### config.mk
export PLATFORM = sky130hd
export DESIGN_NAME = disp_src_arbiter
export DESIGN_NICKNAME = d
export VERILOG_FILES = /design/src/rtl/disp_src_arbiter.sv
export SDC_FILE = /design/constraint.sdc
export NUM_CORES = 1
export LEC_CHECK = 0
export ABC_AREA = 0
export BUFFER_PORTS_ARGS = -buffer_cell sky130_fd_sc_hd__buf_2
export CAP_MARGIN = 0
export CORE_AREA = 10 10 89 111
export CTS_CLUSTER_SIZE = 40
export DETAILED_ROUTE_END_ITERATION = 8
export DIE_AREA = 0 0 99 121
export HOLD_SLACK_MARGIN = 0.12
export PLACE_DENSITY = 0.83
export SLEW_MARGIN = 10
export SYNTH_ARGS = -nofsm -noshare
export SYNTH_HDL_FRONTEND = slang
export SYNTH_SLANG_ARGS = --single-unit
### constraint.sdc
create_clock -name fpga_clk -period 2.3 [get_ports fpga_clk]
set_input_delay 0.115 -clock fpga_clk [delete_from_list [all_inputs] [get_ports fpga_clk]]
set_output_delay 0.115 -clock fpga_clk [all_outputs]
set_load 0.02 [all_outputs]
### src/rtl/disp_src_arbiter.sv
// rtl/disp_src_arbiter.sv - time-shares the seven-segment display among one alert and two round-robin sources
//
// Ports:
//   fpga_clk        system clock, all state updates on the rising edge
//   rst             synchronous active-high reset
//   req[2:0]        level request per source, bit 0 is the alert source
//   data0..data2    per-source display word {state, hex_3, hex_2, hex_1, hex_0}
//   grant[2:0]      one-hot current owner, zero when idle
//   busy            any grant active
//   ack[2:0]        one-cycle pulse in the cycle after source i loses the grant
//   sm_state        state digit to the display driver
//   hex_0..hex_3    hex digits to the display driver

module disp_src_arbiter #(
    parameter int CLK_DIV  = 100000,
    parameter int DWELL_MS = 1000
) (
    input  logic        fpga_clk,
    input  logic        rst,
    input  logic [2:0]  req,
    input  logic [19:0] data0,
    input  logic [19:0] data1,
    input  logic [19:0] data2,
    output logic [2:0]  grant,
    output logic        busy,
    output logic [2:0]  ack,
    output logic [3:0]  sm_state,
    output logic [3:0]  hex_0,
    output logic [3:0]  hex_1,
    output logic [3:0]  hex_2,
    output logic [3:0]  hex_3
);

    localparam int          CW         = (CLK_DIV > 1) ? $clog2(CLK_DIV) : 1;
    localparam logic [CW-1:0] CNT_LAST = CW'(CLK_DIV - 1);
    localparam logic [15:0] DWELL_MAX  = 16'(DWELL_MS);
    localparam logic [15:0] DWELL_PRE  = 16'(DWELL_MS - 1);

    typedef enum logic {
        IDLE = 1'b0,
        SHOW = 1'b1
    } state_t;

    state_t        state_q, state_d;
    logic [CW-1:0] cnt_q;
    logic          tick;
    logic [15:0]   dwell_q, dwell_d, dwell_inc;
    // rr_q: 0 means source 1 wins next, 1 means source 2 wins next
    logic          rr_q, rr_d;
    logic [2:0]    grant_q, grant_d;
    logic [2:0]    ack_q, ack_d;
    logic          busy_q;
    logic [19:0]   disp_q, disp_d;
    logic [2:0]    others;
    logic [2:0]    win;
    logic [19:0]   win_data;
    logic [19:0]   owner_data;
    logic          expired;
    logic          owner_req;

    // Alert first, then the source named by the round-robin pointer, then the other one.
    function automatic logic [2:0] pick(input logic [2:0] r, input logic rr_sel);
        logic [2:0] w;
        w = 3'b000;
        if (r[0]) begin
            w = 3'b001;
        end else if (!rr_sel) begin
            if (r[1])      w = 3'b010;
            else if (r[2]) w = 3'b100;
        end else begin
            if (r[2])      w = 3'b100;
            else if (r[1]) w = 3'b010;
        end
        return w;
    endfunction

    function automatic logic [19:0] sel_data(input logic [2:0] g, input logic [19:0] d0,
                                             input logic [19:0] d1, input logic [19:0] d2);
        logic [19:0] d;
        d = 20'h00000;
        if (g[0])      d = d0;
        else if (g[1]) d = d1;
        else if (g[2]) d = d2;
        return d;
    endfunction

    // Free-running ms tick; its phase is never realigned to a grant.
    assign tick = (cnt_q == CNT_LAST);

    always_ff @(posedge fpga_clk) begin
        if (rst) begin
            cnt_q <= '0;
        end else if (tick) begin
            cnt_q <= '0;
        end else begin
            cnt_q <= cnt_q + CW'(1);
        end
    end

    always_comb begin
        others     = req & ~grant_q;
        owner_req  = |(req & grant_q);
        win        = pick((state_q == IDLE) ? req : others, rr_q);
        win_data   = sel_data(win, data0, data1, data2);
        owner_data = sel_data(grant_q, data0, data1, data2);
        dwell_inc  = (tick && (dwell_q != DWELL_MAX)) ? dwell_q + 16'd1 : dwell_q;
        // Expires either once saturated or on the tick that would saturate it,
        // so the handover lands exactly on the dwell boundary.
        expired    = (dwell_q == DWELL_MAX) || (tick && (dwell_q == DWELL_PRE));
    end

    always_comb begin
        state_d = state_q;
        grant_d = grant_q;
        dwell_d = dwell_q;
        rr_d    = rr_q;
        ack_d   = 3'b000;
        disp_d  = disp_q;

        case (state_q)
            IDLE: begin
                grant_d = 3'b000;
                disp_d  = 20'h00000;
                if (|req) begin
                    grant_d = win;
                    dwell_d = 16'd0;
                    disp_d  = win_data;
                    state_d = SHOW;
                end
            end

            SHOW: begin
                if (req[0] && !grant_q[0]) begin
                    // Preemption by the alert source; rr deliberately untouched
                    // so the preempted source is not counted as served.
                    grant_d = 3'b001;
                    ack_d   = grant_q;
                    dwell_d = 16'd0;
                    disp_d  = data0;
                end else if (expired && ((|others) || !owner_req)) begin
                    ack_d   = grant_q;
                    dwell_d = 16'd0;
                    if (grant_q[1])      rr_d = 1'b1;
                    else if (grant_q[2]) rr_d = 1'b0;
                    if (|others) begin
                        grant_d = win;
                        disp_d  = win_data;
                    end else begin
                        grant_d = 3'b000;
                        disp_d  = 20'h00000;
                        state_d = IDLE;
                    end
                end else begin
                    // Includes the saturated case where the owner alone keeps requesting.
                    dwell_d = dwell_inc;
                    if (owner_req) begin
                        disp_d = owner_data;
                    end
                end
            end

            default: begin
                state_d = IDLE;
                grant_d = 3'b000;
                dwell_d = 16'd0;
                disp_d  = 20'h00000;
            end
        endcase
    end

    always_ff @(posedge fpga_clk) begin
        if (rst) begin
            state_q <= IDLE;
            grant_q <= 3'b000;
            ack_q   <= 3'b000;
            busy_q  <= 1'b0;
            dwell_q <= 16'd0;
            rr_q    <= 1'b0;
            disp_q  <= 20'h00000;
        end else begin
            state_q <= state_d;
            grant_q <= grant_d;
            ack_q   <= ack_d;
            busy_q  <= |grant_d;
            dwell_q <= dwell_d;
            rr_q    <= rr_d;
            disp_q  <= disp_d;
        end
    end

    assign grant    = grant_q;
    assign ack      = ack_q;
    assign busy     = busy_q;
    assign sm_state = disp_q[19:16];
    assign hex_3    = disp_q[15:12];
    assign hex_2    = disp_q[11:8];
    assign hex_1    = disp_q[7:4];
    assign hex_0    = disp_q[3:0];

endmodule

Yosys cells after proc, flatten, opt, wreduce, memory -nomap -nowiden
Cells that the tools add are included.

Register bits: 62. Output and inout port bits: 27.

$add $sub $neg: 2. Eq/ne operators: 7. Muxes and demuxes: 38. Bitwise gates (word level): 5. Reductions and logical operators: 17.

Operators with widths (number): $mux W20 (11); $mux W16 (4); $pmux W20 S2 (1); $mux W3 (12); $eq A16 B10 Y1 const B (2); $pmux W16 S2 (1); $add A17 B1 Y17 const B (1); $eq A17 B17 Y1 const B (1); $add A16 B1 Y16 const B (1); $ne A16 B10 Y1 const B (1); $reduce_or A3 Y1 (4); $ne A4 B1 Y1 const B (2); $and A3 B3 Y3 (2); $mux W1 (6); $pmux W3 S2 (1); $logic_and A1 B1 Y1 (4); $reduce_and A4 Y1 (1); $reduce_or A2 Y1 (2); $not A3 Y3 (1); $logic_not A1 Y1 (2); $logic_or A1 B1 Y1 (2); $mux W2 (1); $ne A2 B1 Y1 const B (1); $not A1 Y1 (2); other kinds (3) (3).

Logic depth before layout (Yosys ltp)
Depth after elaboration: 14. Gate-level depth with buffers: 9. Gate-level depth less buffers: 8.

Worst setup path after synthesis
OpenSTA, ideal clock, no wires.

Kind: flip-flop to flip-flop. Start: register dwell_q[12]. End: register dwell_q[7]. Setup time: 0.122 ns. Data arrival time: 2.143 ns. Slack: 0.035 ns. Stages on the path, launching flop included: 8. Buffers on the path: 1. Cell sequence: dfxtp_1 > or4_4 > nor4_2 > and2_1 > buf_4 > a211oi_1 > nor4b_1 > a311o_1.

Longest elaborated chain between the ends: 7.

RTL lines: start: declaration (RTL line 47) `logic [15:0] dwell_q, dwell_d, dwell_inc;`; start signal: assignment (RTL line 185) `dwell_q <= dwell_d;`; $eq A16 B10 Y1 (RTL line 109) `expired = (dwell_q == DWELL_MAX) || (tick && (dwell_q == DWELL_PRE));`; $logic_and A1 B1 Y1 (RTL line 109); $logic_or A1 B1 Y1 (RTL line 109); $logic_and A1 B1 Y1 (RTL line 140) `end else if (expired && ((|others) || !owner_req)) begin`; $mux W16 (RTL line 140); $mux W16 (RTL line 133) `if (req[0] && !grant_q[0]) begin`; $pmux W16 S2 (RTL line 120) `case (state_q)`.

Parallel ways exist; a longest one is shown, timed or not. A chain may end at the register's enable or synchronous reset.

Worst setup path in the final report
Start: register cnt_q[14]. End: register dwell_q[7].

Longest elaborated chain between the ends: 7.

RTL lines: start: declaration (RTL line 45) `logic [CW-1:0] cnt_q;`; start signal: assignment (RTL line 96) `cnt_q <= cnt_q + CW'(1);`; $eq A17 B17 Y1 (*) (RTL line 88) `assign tick = (cnt_q == CNT_LAST);`; $logic_and A1 B1 Y1 (RTL line 109); $logic_or A1 B1 Y1 (RTL line 109); $logic_and A1 B1 Y1 (RTL line 140); $mux W16 (RTL line 140); $mux W16 (RTL line 133); $pmux W16 S2 (RTL line 120).

Mark *: on every way between the ends. The rest lies on a longest branch, timed or not.

==> metrics.txt <==
initial cell density of the core between 40% and 50%; simple-gate area share of the yosys netlist around 30%; clock latency on the worst-skew pair ~360 ps; Die Height ~120 um; slew margin rel. around two fifths; post-synthesis async set-or-reset flop share 0%; violated checks setup timing; syn_area_per_cell around 7.8 sq um; Final Net Count 682; CTS Buf Count 9; DR WL/cell about 18 um; f_max ~430 MHz; leak pwr 2.08 nW; first-pass GRT wire length around 20 mm; Clock Pin Slew Worst Setup and Hold Paths about 70 ps; Worst Max-Slew Pin Slew slightly below 900 ps; min Tclk post-route approximately 2300 ps; Setup CP Type reg -> reg; Required @ worst endpoint 2530 ps; PnR worst setup slack -34.8 ps; post-route ant nets 0; synthesized-area fraction occupied by adder cells 1.01%; Worst setup SP type flop; peak supply drop between 0.3 and 0.4 mV; Primary FF master, synth dfxtp_1; Placeable Area 0.00770 sq mm; RSZ-0062 raised after global routing yes; Power Dens Cells between 500 and 600 mW/mm^2; CP Data Arrival Time roughly 2600 ps; Core Rows 36; number of synthesized flops with an enable pin 0; Max Buffers Root-to-Sink 2; post-route setup TNS -129 ps; I/O pin cnt 92; register area share after synthesis 33.5%; xor/xnor cell area share of the yosys netlist approximately 5.0%; DR DRC count 0; most frequent cells in the layout buf_2, dfxtp_1, nor2_1, nand3_1, buf_4; share of layout cells above drive strength 1 a little under a third; max_cap viols 0; final hold violations 0; Synth Cell Area around 0.0037 sq mm; Compound-Gate Fraction of Synth Area 26.3%; fin util between 60% and 70%; largest net degree at the start of global routing 44; DPL Wire Length 8.52 mm; crit-path max FO 4; synthesis-stage register bit count between 60 and 70; Distinct cells, synth 55; DR iter-0 viols roughly 340; H-tree depth 3; vias per inst about 6.3; final setup violation count 11; Total Power approximately 2.7 mW; fraction of synthesized area in multiplexers 0%; CP endpoint kind flop; combinational family with the most area after synthesis simple AND/OR/NAND/NOR gates; period utilization 102%; Clock Tree Root clkbuf_8; Total Routing Usage GR 19.8%; GRT overflow 0; Sink Count 62; number of cells produced by synthesis approximately 480; Layout Area Growth over Synthesis 38.3%; Die W approximately 99 um; vias in the first global route between 4,000 and 5,000; Ys Warns 0; RePlAce Congestion approximately 0.89; antenna violations before repair 0; skew final approximately 13 ps; outcome complete, but fails checks; commonest non-fill, non-tap cell in the layout buf_2; CTS tree yes; final hold slack between 100 and 150 ps; Slew Viols, Final 0; Port Buf Inserts 91; syn_nets between 500 and 600; DRT Pass-1 Iters 6; routed vias between 4,000 and 5,000; diodes inserted 0; routed wire length between 10 and 15 mm; Hold WC Path Type in -> reg; die footprint 0.0120 sq mm
[cells in the mapped netlist, types with 10 or more instances]
master,count,area (sq um)
xnor2_1,10,87.6
a31oi_1,21,131
a22o_1,21,184
o211ai_1,20,150
o21ai_0,10,50.1
nand3_1,54,270
a21oi_1,16,80.1
clkbuf_1,24,90.1
dfxtp_1,62,1240
a22oi_1,20,150
xor2_1,11,96.3
nor2_1,58,218
nand2_1,39,146
nand4_1,11,68.8
[layer usage]
metal	GRT usage [%]	vias up	part of all wire (%)
met1	21.2	2103	36
met4	7.00	0	3.2
li1	-	2047	-
met3	6.38	50	10
met2	35.4	280	50
met5	0	-	0
[final timing paths]
| kind | startpoint | to | slack, ps | cells past startpoint |
|---|---|---|---|---|
| max | cnt_q[14]$_SDFF_PP0_ | dwell_q[7]$_SDFFE_PP0P_ | -30 | 8 |
| max reg2reg | cnt_q[14]$_SDFF_PP0_ | dwell_q[7]$_SDFFE_PP0P_ | -30 | 8 |
| min reg2reg | cnt_q[0]$_SDFF_PP0_ | cnt_q[0]$_SDFF_PP0_ | 460 | 1 |
| min | data0[1] | disp_q[1]$_SDFFE_PP0P_ | 130 | 3 |
[metrics by stage]
stage,setup WS (ps),cell area [sq um],instances
final,-34.8,5120,713
after global routing,-134,5120,713
after CTS,18.2,4970,705
after detailed placement,-87.4,4510,669
after global placement,13.6,4510,669
after floorplan,34.9,3700,477
[layout make-up]
cell class,instances,area [sq um]
sequential,62,1240
timing repair buffer,160,1120
tap,95,119
inverter,9,33.8
fill,594,2590
clock inverter,3,42.5
clock buffer,12,165
multi-input combinational,372,2400
[worst max-delay path: stages, from the launching register on]
cell	delay, ps
dfxtp_1	320
or4b_4	540
or3_4	390
o21ai_4	180
buf_4	160
buf_6	90
a311o_1	190
nor3b_1	70
a311o_1	270
[state kept, by name, indices dropped and copies added, names as in the netlist]
| register | flops |
|---|---|
| busy | 1 |
| ack | 3 |
| rr_q | 1 |
| cnt_q | 17 |
| dwell_q | 16 |
| state_q | 1 |
| grant | 3 |
| disp_q | 20 |
[logic make-up (layout without fill, tap and decap cells)]
kind of cell,Yosys count,in the layout
simple gates,215,215
buf+inv,43,184
fa+ha+maj,3,3
compound gates,133,133
xor+xnor,21,21
flops,62,62
[what timing repair did]
action | in CTS | in global routing
hold buffers | 16 | 0
pin swaps | 6 | 15
setup endpoints to repair | 23 | 35
gates resized for setup | 7 | 26
setup buffers | 4 | 6
cloned | 1 | 3
hold endpoints to repair | 18 | 0
[power breakdown]
group	internal (mW)	switching, mW	leakage, nW
sequential	1.12	0.0332	0.507
clock	0.581	0.436	0.104
combinational	0.225	0.320	1.47
total	1.93	0.788	2.08
Note: power is estimated with default switching activity, not from simulation.
